--- config.mk ---
export PLATFORM = sky130hd
export DESIGN_NAME = ram_arbiter
export DESIGN_NICKNAME = d
export VERILOG_FILES = /design/src/rtl/ram_arbiter.sv
export SDC_FILE = /design/constraint.sdc
export NUM_CORES = 1
export LEC_CHECK = 0
export ABC_AREA = 1
export CAP_MARGIN = 25
export CORE_UTILIZATION = 31
export DETAILED_ROUTE_END_ITERATION = 10
export PLACE_DENSITY = 0.76
export SLEW_MARGIN = 10
export SYNTH_ARGS = -nofsm -noshare
export SYNTH_HDL_FRONTEND = slang
export SYNTH_SLANG_ARGS = --single-unit
--- constraint.sdc ---
create_clock -name clk -period 1.2 [get_ports clk]
set_input_delay 0.18 -clock clk [delete_from_list [all_inputs] [get_ports clk]]
set_output_delay 0.18 -clock clk [all_outputs]
set_load 0.01 [all_outputs]
--- src/rtl/ram_arbiter.sv ---
// Round-robin arbiter that shares one single-port synchronous RAM between two
// valid/ready requesters, returning read data through per-port response registers.
module ram_arbiter #(
    parameter int DATA_WIDTH = 8,
    parameter int ADDR_WIDTH = 8
) (
    input  logic                  clk,
    input  logic                  rst,

    input  logic                  a_req_valid,
    output logic                  a_req_ready,
    input  logic                  a_req_we,
    input  logic [ADDR_WIDTH-1:0] a_req_addr,
    input  logic [DATA_WIDTH-1:0] a_req_wdata,
    output logic                  a_rsp_valid,
    input  logic                  a_rsp_ready,
    output logic [DATA_WIDTH-1:0] a_rsp_rdata,

    input  logic                  b_req_valid,
    output logic                  b_req_ready,
    input  logic                  b_req_we,
    input  logic [ADDR_WIDTH-1:0] b_req_addr,
    input  logic [DATA_WIDTH-1:0] b_req_wdata,
    output logic                  b_rsp_valid,
    input  logic                  b_rsp_ready,
    output logic [DATA_WIDTH-1:0] b_rsp_rdata,

    output logic                  ram_we,
    output logic [ADDR_WIDTH-1:0] ram_addr,
    output logic [DATA_WIDTH-1:0] ram_wdata,
    input  logic [DATA_WIDTH-1:0] ram_rdata
);

    typedef enum logic {
        PREFER_A = 1'b0,
        PREFER_B = 1'b1
    } rr_state_t;

    rr_state_t rr_state;
    rr_state_t rr_next;

    logic pend_a;
    logic pend_b;
    logic elig_a;
    logic elig_b;
    logic grant_a;
    logic grant_b;

    // A read waits until the port has nothing in flight and no unconsumed response.
    assign elig_a = a_req_valid && (a_req_we || (!pend_a && !(a_rsp_valid && !a_rsp_ready)));
    assign elig_b = b_req_valid && (b_req_we || (!pend_b && !(b_rsp_valid && !b_rsp_ready)));

    always_comb begin
        grant_a = 1'b0;
        grant_b = 1'b0;
        if (!rst) begin
            if (elig_a && elig_b) begin
                grant_a = (rr_state == PREFER_A);
                grant_b = (rr_state == PREFER_B);
            end else begin
                grant_a = elig_a;
                grant_b = elig_b;
            end
        end
    end

    assign a_req_ready = grant_a;
    assign b_req_ready = grant_b;

    always_comb begin
        ram_we    = 1'b0;
        ram_addr  = '0;
        ram_wdata = '0;
        if (grant_a) begin
            ram_we    = a_req_we;
            ram_addr  = a_req_addr;
            ram_wdata = a_req_wdata;
        end else if (grant_b) begin
            ram_we    = b_req_we;
            ram_addr  = b_req_addr;
            ram_wdata = b_req_wdata;
        end
    end

    always_ff @(posedge clk or posedge rst) begin
        if (rst) begin
            rr_state <= PREFER_A;
        end else begin
            rr_state <= rr_next;
        end
    end

    always_comb begin
        rr_next = rr_state;
        if (grant_a) begin
            rr_next = PREFER_B;
        end else if (grant_b) begin
            rr_next = PREFER_A;
        end
    end

    // Capture samples ram_rdata from before this edge, so the other port may
    // use the RAM in the same cycle without disturbing it.
    always_ff @(posedge clk or posedge rst) begin
        if (rst) begin
            pend_a      <= 1'b0;
            a_rsp_valid <= 1'b0;
            a_rsp_rdata <= '0;
        end else begin
            pend_a <= grant_a && !a_req_we;
            if (pend_a) begin
                a_rsp_valid <= 1'b1;
                a_rsp_rdata <= ram_rdata;
            end else if (a_rsp_ready) begin
                a_rsp_valid <= 1'b0;
            end
        end
    end

    always_ff @(posedge clk or posedge rst) begin
        if (rst) begin
            pend_b      <= 1'b0;
            b_rsp_valid <= 1'b0;
            b_rsp_rdata <= '0;
        end else begin
            pend_b <= grant_b && !b_req_we;
            if (pend_b) begin
                b_rsp_valid <= 1'b1;
                b_rsp_rdata <= ram_rdata;
            end else if (b_rsp_ready) begin
                b_rsp_valid <= 1'b0;
            end
        end
    end

endmodule

==> results of run 1 <==
critical path: stages, from the launching register on:
cell,delay [ns]
dfrtp_2,0.44
inv_8,0.07
nand2_4,0.05
nand2_4,0.08
buf_6,0.10
nand3_4,0.08
buf_12,0.15
buf_16,0.13
nand3_2,0.07
nand2_1,0.06
buf_2,0.14
through the flow:
step | util, % | setup slack (ns)
3_5_place_dp | 60.1 | -0.915
6_report | 71.1 | -0.612
4_1_cts | 67.2 | -0.583
5_1_grt | 71.1 | -0.656
3_3_place_gp | 60.1 | -0.891
2_1_floorplan | - | -0.131
repair_timing:
action,CTS,global route
hold endpoints to repair,0,0
endpoints found under the setup margin,40,23
buffers inserted,9,5
resized for setup,123,35
pin swaps,11,15
cloned,7,0
routing by layer:
metal | track usage [%] | share of wire [%] | up-vias
met5 | 0 | 0 | -
met1 | 26.1 | 39 | 728
met4 | 9.17 | 3.4 | 0
met2 | 34.5 | 53 | 67
met3 | 4.05 | 4.7 | 16
li1 | - | - | 730
registers in the layout, summed over array words and instances (netlist names):
register	flops
a_rsp_valid	1
rr_state	1
b_rsp_valid	1
b_rsp_rdata	8
pend_b	1
a_rsp_rdata	8
pend_a	1
final cells by class:
class / count / area, µm²
Inverter: 10 / 52.6
Multi-Input combinational cell: 121 / 786
Sequential cell: 21 / 528
Clock inverter: 1 / 5.00
Fill cell: 286 / 1060
Tap cell: 48 / 60.1
Clock buffer: 3 / 41.3
Timing Repair Buffer: 114 / 1150
final timing paths:
| check | startpoint | to | slack (ns) | depth (start not counted) |
|---|---|---|---|---|
| max reg2reg | pend_b | rr_state | -0.16 | 8 |
| max in group asynchronous | rst | pend_a | 0.54 | 4 |
| min reg2reg | a_rsp_rdata[4] | a_rsp_rdata[4] | 0.47 | 2 |
| min | a_rsp_rdata[4] | a_rsp_rdata[4] | 0.47 | 2 |
| min in group asynchronous | rst | pend_b | 0.49 | 4 |
| max | pend_a | ram_addr[6] | -0.61 | 10 |
kinds of logic after synthesis:
family / after synthesis
simple gates: 115
flops: 21
buf+inv: 16
compound gates: 1
cells in the final DEF, fill, tap and decap left out:
cell type,count
nor2_4,5
dfrtp_2,2
inv_8,2
inv_1,6
inv_2,2
nand2_1,56
buf_4,13
buf_16,2
nand2_2,12
clkinv_2,1
nand2_8,2
nand3_2,17
buf_2,8
o21ai_0,1
nor2_8,2
dfrtp_1,19
nand2_4,5
buf_12,4
nand3_1,17
buf_6,23
nand3_4,2
dlygate4sd2_1,17
nor2_2,2
clkdlybuf4s50_1,47
clkbuf_8,3
where the power goes:
| group | leakage (nW) | internal, mW | switching, mW |
|---|---|---|---|
| clock network | 0.0255 | 0.231 | 0.221 |
| registers | 0.258 | 0.860 | 0.0865 |
| logic | 1.04 | 0.645 | 0.572 |
==> flow_summary.ini, run 1 <==
[floorplanning]
boundaryPins = 85
coreArea_um2 = 3690
die_y_um = 64.4
die_area_um2 = 4150
rows = 22
die_w_um = 64.4
initial_core_util_pct = 32.7

[grt]
grt_remaining_overflow = 0
grt_usage_pct = 20.8
grt_max_degree = 22
antenna_found_initial = 0
grt_pass1_vias = 1457
grt_pass1_wl_mm = 6.65

[detailed_routing]
routedWlPerCell_um = 15.4
vias = 1541
postRouteAntennaNets = 0
viasPerCell = 4.85
firstDrtPassIters = 4
wl_mm = 4.90
drt_iter0_drc = 103
drc_errors = 0

[min_path]
hp-class = reg2reg

[yosys]
synth-adder-area-share_pct = 0
synth.cell_area_um2 = 1210
syn_avg_cell_area_um2 = 7.89
synth_area_leaders = dfrtp_1, nand2_1, nand3_1, nand2_4, buf_6
synth_seq_area_share_pct = 43.5
yosysTopAreaCellShare_pct = 43.5
synth_top_family_by_area = simple AND/OR/NAND/NOR gates
post_synth_num_cell_types = 12
synthSimpleGateAreaFrac_pct = 46.7
ys_ff_latch = 21
syn_nets = 201
async_flop_share_pct = 100
ys.flop_type = dfrtp_1
synth_common_cells = nand2_1, nand3_1, dfrtp_1
synth_compound_area_share_pct = 0.415
synth_edf_count = 0
synth.mux.area_fraction_pct = 0
synth_most_common_cell = nand2_1
yosysTopAreaCell = dfrtp_1
yosysWarnings = 0
synth_xor_area_share_pct = 0
syn_inst = 153

[sta]
worst_slack_ns = -0.612
hold_slack_ns = 0.471
fin_worst_skew_ns = 0.0133
hold_viol = 0
finalMaxSlewViolations = 0
rsz0062_at_grt = true
slew_headroom_pct = 81.8
max_freq_ghz = 0.552
fin_crit_ns = 1.81
finalCritPeriodShare_pct = 151
finalSetupViolCount = 23
worst_pin_slew_ns = 0.273
setup_tns_ns = -10.95

[critical_path]
crit_fanout = 5
path_class = reg2out
startpoint_type = register
crit_arrival_ns = 1.63
worstPathRequired_ns = 1.02
cp-end-kind = output port

[clock_network]
cts_buffers = 3
cts_tree = yes
holdBufCountCts = 0
cts_max_level = 1
clock_latency_ns = 0.26
cts.sinks = 21
path_clk_slew_ns = 0.06
root_buffer = clkbuf_8
cts_max_path_buffers = 2

[run_status]
outcome = finished, violations left
violations = setup timing

[power]
power_mw = 2.61
vdd_drop_max_mv = 0.649
p_per_area_nw_per_um2 = 997
p_leak_nw = 1.32

[layout]
nets = 319
instances_no_fill = 318
area_growth_pct = 117
design_area_um2 = 2620
diodes = 0
layout-drive-gt1-share_pct = 39.6

[placement]
placed_cell_area_um2 = 2220
portBuffers = 84
dp.cells = 294
hpwl_mm = 2.70
gp_routability_congestion = 0.756

[job]
drv_cap = 0
Power figures use the tool's default switching activity.
==> run 2, diff against run 1 <==
==> constraint.sdc (replaced) <==
create_clock -name clk -period 1.2 [get_ports clk]
set_input_delay 0.18 -clock clk [delete_from_list [all_inputs] [get_ports clk]]
set_output_delay 0.18 -clock clk [all_outputs]
set_load 0.1 [all_outputs]
==> run 2 against run 1 <==
Net effect:
- the run still ends with setup timing left
- worst hold slack worse by 0.013 ns
- utilization grew 19 points
- die area unchanged
- total power up 85%
- sequential cell count unchanged
- non-clock buffer count is 4 lower
- sequential power rose by 9.9%
- cell count is 2.8% lower
- worst setup slack lost 0.11 ns
- combinational power increased to 2.7 times the previous value
- critical path depth decreased by 1
- critical path type unchanged
- highest routed layer unchanged
==> flow_summary.ini, run 2 (synthesized netlist as in run 1, its figures left out) <==
[critical_path]
crit_family = simple AND/OR/NAND/NOR gates
path_buf_inv = 2
slowest_stage = dfrtp_4
crit_arrival_ns = 1.75
crit_fanout = 11
critPathMaxStageDelay_ns = 0.50
startpoint_type = register
cp-end-kind = output port
crit_path_cell_trace = nand2_4, nand2_4, nand2_4, nand2_4, nor2_8, buf_12, nand3_2, nand2_8, buf_12
worstPathRequired_ns = 1.02
path_class = reg2out
timing.critical_path.mode_cell = nand2_4

[layout]
final.fill_count = 122
multi_input_area_um2 = 1100
instances_no_fill = 309
final_common_cell = nand2_1
nets = 310
area_growth_pct = 177
register_area_um2 = 534
diodes = 0
layout_common_cells = nand2_1, clkdlybuf4s50_1, buf_12
top_regs = a_rsp_rdata (8), b_rsp_rdata (8)
layout-drive-gt1-share_pct = 54.8

[floorplanning]
die_y_um = 64.4
initial_core_util_pct = 32.7
rows = 22
die_w_um = 64.4
boundaryPins = 85
coreArea_um2 = 3690
die_area_um2 = 4150

[clock_network]
root_buffer = clkbuf_8
cts_max_level = 1
cts_max_path_buffers = 2
cts_buffers = 3
holdBufCountCts = 0
path_clk_slew_ns = 0.08
cts.sinks = 21
clock_latency_ns = 0.27
cts_tree = yes

[sta]
rsz0062_at_grt = true
worst_slack_ns = -0.726
finalMaxSlewViolations = 0
worst_pin_slew_ns = 0.229
fin_crit_ns = 1.93
max_freq_ghz = 0.519
slew_headroom_pct = 84.7
finalSetupViolCount = 24
hold_slack_ns = 0.457
hold_viol = 0
fin_worst_skew_ns = 0.00180
finalCritPeriodShare_pct = 161

[detailed_routing]
postRouteAntennaNets = 0
vias = 1619
routedWlPerCell_um = 20.8
viasPerCell = 5.24
drc_errors = 0
drt_iter0_drc = 34
wl_mm = 6.43
firstDrtPassIters = 4

[grt]
grt_pass1_wl_mm = 7.70
grt_remaining_overflow = 0
grt_usage_pct = 24.3
grt_pass1_vias = 1600
antenna_found_initial = 0
grt_max_degree = 22

[power]
p_per_area_nw_per_um2 = 1450
p_leak_nw = 1.45
vdd_drop_max_mv = 1.26

[placement]
dp.cells = 299
hpwl_mm = 3.64
gp_routability_congestion = 0.732
portBuffers = 84

[min_path]
hp-class = in2async

[run_status]
outcome = finished, violations left
violations = setup timing

[job]
drv_cap = 0
run 2: cell count changes in the layout (fill, tap and decap cells not counted), sizes merged:
cell,change
buf,+11
clkbuf,+2
clkinvlp,+2
dlygate4sd2,-17
inv,-2
nor2,-5
run 2: report_power, final:
group	internal, mW	total [mW]	switching, mW
combinational	1.21	3.32	2.11
sequential	0.863	1.04	0.179
clock	0.232	0.477	0.245
run 2: routing by layer:
metal | vias to the layer above | routed length (µm) | share of wire, % | GRT usage (%)
li1 | 706 | - | - | -
met4 | 0 | 312 | 4.8 | 5.83
met3 | 27 | 296 | 4.6 | 2.99
met2 | 83 | 3550 | 55 | 47.1
met1 | 803 | 2270 | 35 | 27.7
met5 | - | 0 | 0 | 0
run 2: what timing repair did:
item | 4_1_cts | 5_1_grt
cloned | 0 | 4
resized for setup | 16 | 27
buffers inserted | 0 | 3
endpoints found under the setup margin | 24 | 24
pin swaps | 0 | 6
run 2: path summary, 6_finish.rpt:
check / start / end / slack [ns] / depth (start not counted)
max: a_rsp_valid / ram_addr[3] / -0.73 / 9
min: rst / b_rsp_rdata[0] / 0.46 / 4
max reg2reg: b_rsp_valid / rr_state / -0.24 / 9
min reg2reg: b_rsp_rdata[2] / b_rsp_rdata[2] / 0.54 / 2
max in group asynchronous: rst / a_rsp_valid / 0.59 / 4
min in group clk: ram_rdata[1] / a_rsp_rdata[1] / 0.48 / 3
run 2: metrics by stage:
stage / setup WS [ns] / setup TNS, ns / utilization, % / power [mW] / area [µm²]
after detailed placement: -0.630 / -12.54 / 80.9 / 4.15 / 2980
final: -0.726 / -13.94 / 90.5 / 4.84 / 3340
after global routing: -0.769 / -14.86 / 90.5 / 4.96 / 3340
after global placement: -0.597 / -11.99 / 80.9 / 4.09 / 2980
after floorplan: -0.504 / -9.25 / - / 2.84 / 1560
after CTS: -0.685 / -13.13 / 84.5 / 4.66 / 3120
run 2: worst register-to-register path, delay by kind of cell, from the launching register on:
kind                   cells  cell delay, ns
AND/OR/NAND/NOR            5            0.40
flip-flops                 1            0.49
buffers and inverters      3            0.41
AO/OA/AOI/OAI              1            0.04
run 2: final cells by class:
type                    count  area share (%)
repair buffers            110            45.9
multi-input cells         116            33.1
flip-flops and latches     21            16.0
inverters                  10            1.80
well taps                  48            1.80
clock buffers               3            1.24
clock inverters             1           0.150
==> run 3, diff against run 2 <==
--- a/config.mk
+++ b/config.mk
@@ -5,11 +5,12 @@
 export SDC_FILE = /design/constraint.sdc
 export NUM_CORES = 1
 export LEC_CHECK = 0
-export ABC_AREA = 1
+export ABC_AREA = 0
 export CAP_MARGIN = 25
-export CORE_UTILIZATION = 31
+export CORE_UTILIZATION = 32
 export DETAILED_ROUTE_END_ITERATION = 10
 export PLACE_DENSITY = 0.76
+export SKIP_LAST_GASP = 1
 export SLEW_MARGIN = 10
 export SYNTH_ARGS = -nofsm -noshare
 export SYNTH_HDL_FRONTEND = slang
==> run 3 against run 2 <==
Net effect:
- the run still ends with setup timing left
- combinational power rose by 9.0%
- worst setup slack worse by 0.10 ns
- register-to-register slack worse by 0.03 ns
- cell area fell by 4.1%
- critical path depth decreased by 3
- first-iteration DRC count down 21%
==> flow_summary.ini, run 3 <==
[grt]
grt_remaining_overflow = 0
grt_max_degree = 22
grt_usage_pct = 24.7
grt_pass1_vias = 1555
antenna_found_initial = 0
grt_pass1_wl_mm = 7.80

[floorplanning]
boundaryPins = 85
initial_core_util_pct = 34.2
rows = 22
die_w_um = 65.2
die_area_um2 = 4250
die_y_um = 65.2
coreArea_um2 = 3740

[layout]
nets = 278
layout_common_cells = clkdlybuf4s50_1, buf_12, buf_4
diodes = 0
layout-drive-gt1-share_pct = 60.7
design_area_um2 = 3200
top_regs = a_rsp_rdata (8), b_rsp_rdata (8)
finish.utilization_pct = 85.6
final_common_cell = clkdlybuf4s50_1
instances_no_fill = 277
area_growth_pct = 150

[sta]
fin_worst_skew_ns = 0.00145
setup_tns_ns = -15.92
hold_slack_ns = 0.0647
max_freq_ghz = 0.492
worst_pin_slew_ns = 0.352
rsz0062_at_grt = true
finalCritPeriodShare_pct = 169
hold_viol = 0
fin_crit_ns = 2.03
worst_slack_ns = -0.831
finalSetupViolCount = 24
finalMaxSlewViolations = 0
slew_headroom_pct = 76.5

[yosys]
async_flop_share_pct = 100
synth_common_cells = dfrtp_1, nand2_1, inv_1
synth_area_leaders = dfrtp_1, mux2_2, o32ai_2, o32ai_1, nand2_1
synth_edf_count = 0
syn_nets = 164
synth_seq_area_share_pct = 41.1
yosysTopAreaCell = dfrtp_1
syn_avg_cell_area_um2 = 11.0
ys.flop_type = dfrtp_1
synth.cell_area_um2 = 1280
yosysTopAreaCellShare_pct = 41.1
post_synth_num_cell_types = 27
synth_most_common_cell = dfrtp_1
yosysWarnings = 0
syn_inst = 116
ys_ff_latch = 21

[clock_network]
cts_max_level = 1
cts.sinks = 21
root_buffer = clkbuf_8
cts_tree = yes
clock_latency_ns = 0.26
path_clk_slew_ns = 0.07
cts_max_path_buffers = 2
holdBufCountCts = 0
cts_buffers = 3

[detailed_routing]
wl_mm = 5.04
postRouteAntennaNets = 0
routedWlPerCell_um = 18.2
firstDrtPassIters = 3
vias = 1359
viasPerCell = 4.91
drc_errors = 0
drt_iter0_drc = 27

[power]
vdd_drop_max_mv = 1.69
power_mw = 5.21
p_per_area_nw_per_um2 = 1630
p_leak_nw = 1.28

[placement]
gp_routability_congestion = 0.835
dp.cells = 267
placed_cell_area_um2 = 3070
place_ws_ns = -0.849
portBuffers = 84
hpwl_mm = 4.12

[job]
drv_cap = 0

[critical_path]
cp-end-kind = output port
startpoint_type = register
crit_arrival_ns = 1.85
worstPathRequired_ns = 1.02
crit_fanout = 11
path_class = reg2out

[run_status]
outcome = finished, violations left
violations = setup timing

[min_path]
hp-class = in2async
-- run 3: changes by cell type in the layout (fill, tap and decap cells not counted), sizes merged, moves of 4 or more --
cell   delta
buf      +10
mux2     +16
o32ai    +16
inv      +10
nand3    -36
nor3      +4
nand2    -57
-- run 3: what timing repair did --
item / CTS / global route
resized for setup: 5 / 4
setup endpoints to repair: 24 / 24
gates cloned: 0 / 0
pin swaps: 12 / 8
buffers inserted: 3 / 3
-- run 3: kinds of logic after synthesis --
group | Yosys count | share of synthesized area [%]
AO/OA/AOI/OAI | 22 | 22.1
flip-flops | 21 | 41.1
buffers and inverters | 28 | 10.8
multiplexers | 16 | 14.1
AND/OR/NAND/NOR | 29 | 11.9
-- run 3: area by class of cell --
class	instances	area [µm²]
inverters	20	76.3
multi-input cells	67	921
well taps	48	60.1
clock buffers	3	41.3
fillers	174	541
flip-flops and latches	21	553
repair buffers	117	1550
clock inverters	1	5.00
-- run 3: critical path, cell delays in order (launching register included) --
cell and delay (ns):
dfrtp_4 0.50, nand2b_4 0.09, a21oi_4 0.07, o311ai_4 0.39, buf_12 0.23, o32ai_4 0.12, buf_12 0.18
-- run 3: worst paths after layout --
path	start	to	slack, ns	cells after the start
worst min register to register	a_rsp_rdata[6]	a_rsp_rdata[6]	0.56	1
worst max register to register	b_rsp_valid	pend_a	-0.27	6
max in group asynchronous	rst	a_rsp_valid	0.90	3
worst min-delay path	rst	b_rsp_rdata[7]	0.06	3
worst max-delay path	a_rsp_valid	ram_addr[5]	-0.83	6
min in group clk	b_req_we	pend_b	0.35	3
-- run 3: routing by layer --
layer / vias up / GRT usage, % / part of all wire, %
met5: - / 0 / 0
met4: 0 / 5.16 / 1.5
met3: 8 / 4.51 / 4.3
met2: 50 / 49.2 / 59
met1: 666 / 26.5 / 35
li1: 635 / - / -
-- run 3: power breakdown --
part	switching, mW	leakage, nW	internal (mW)
combinational	2.19	1.02	1.43
sequential	0.210	0.235	0.918
clock	0.225	0.0255	0.231
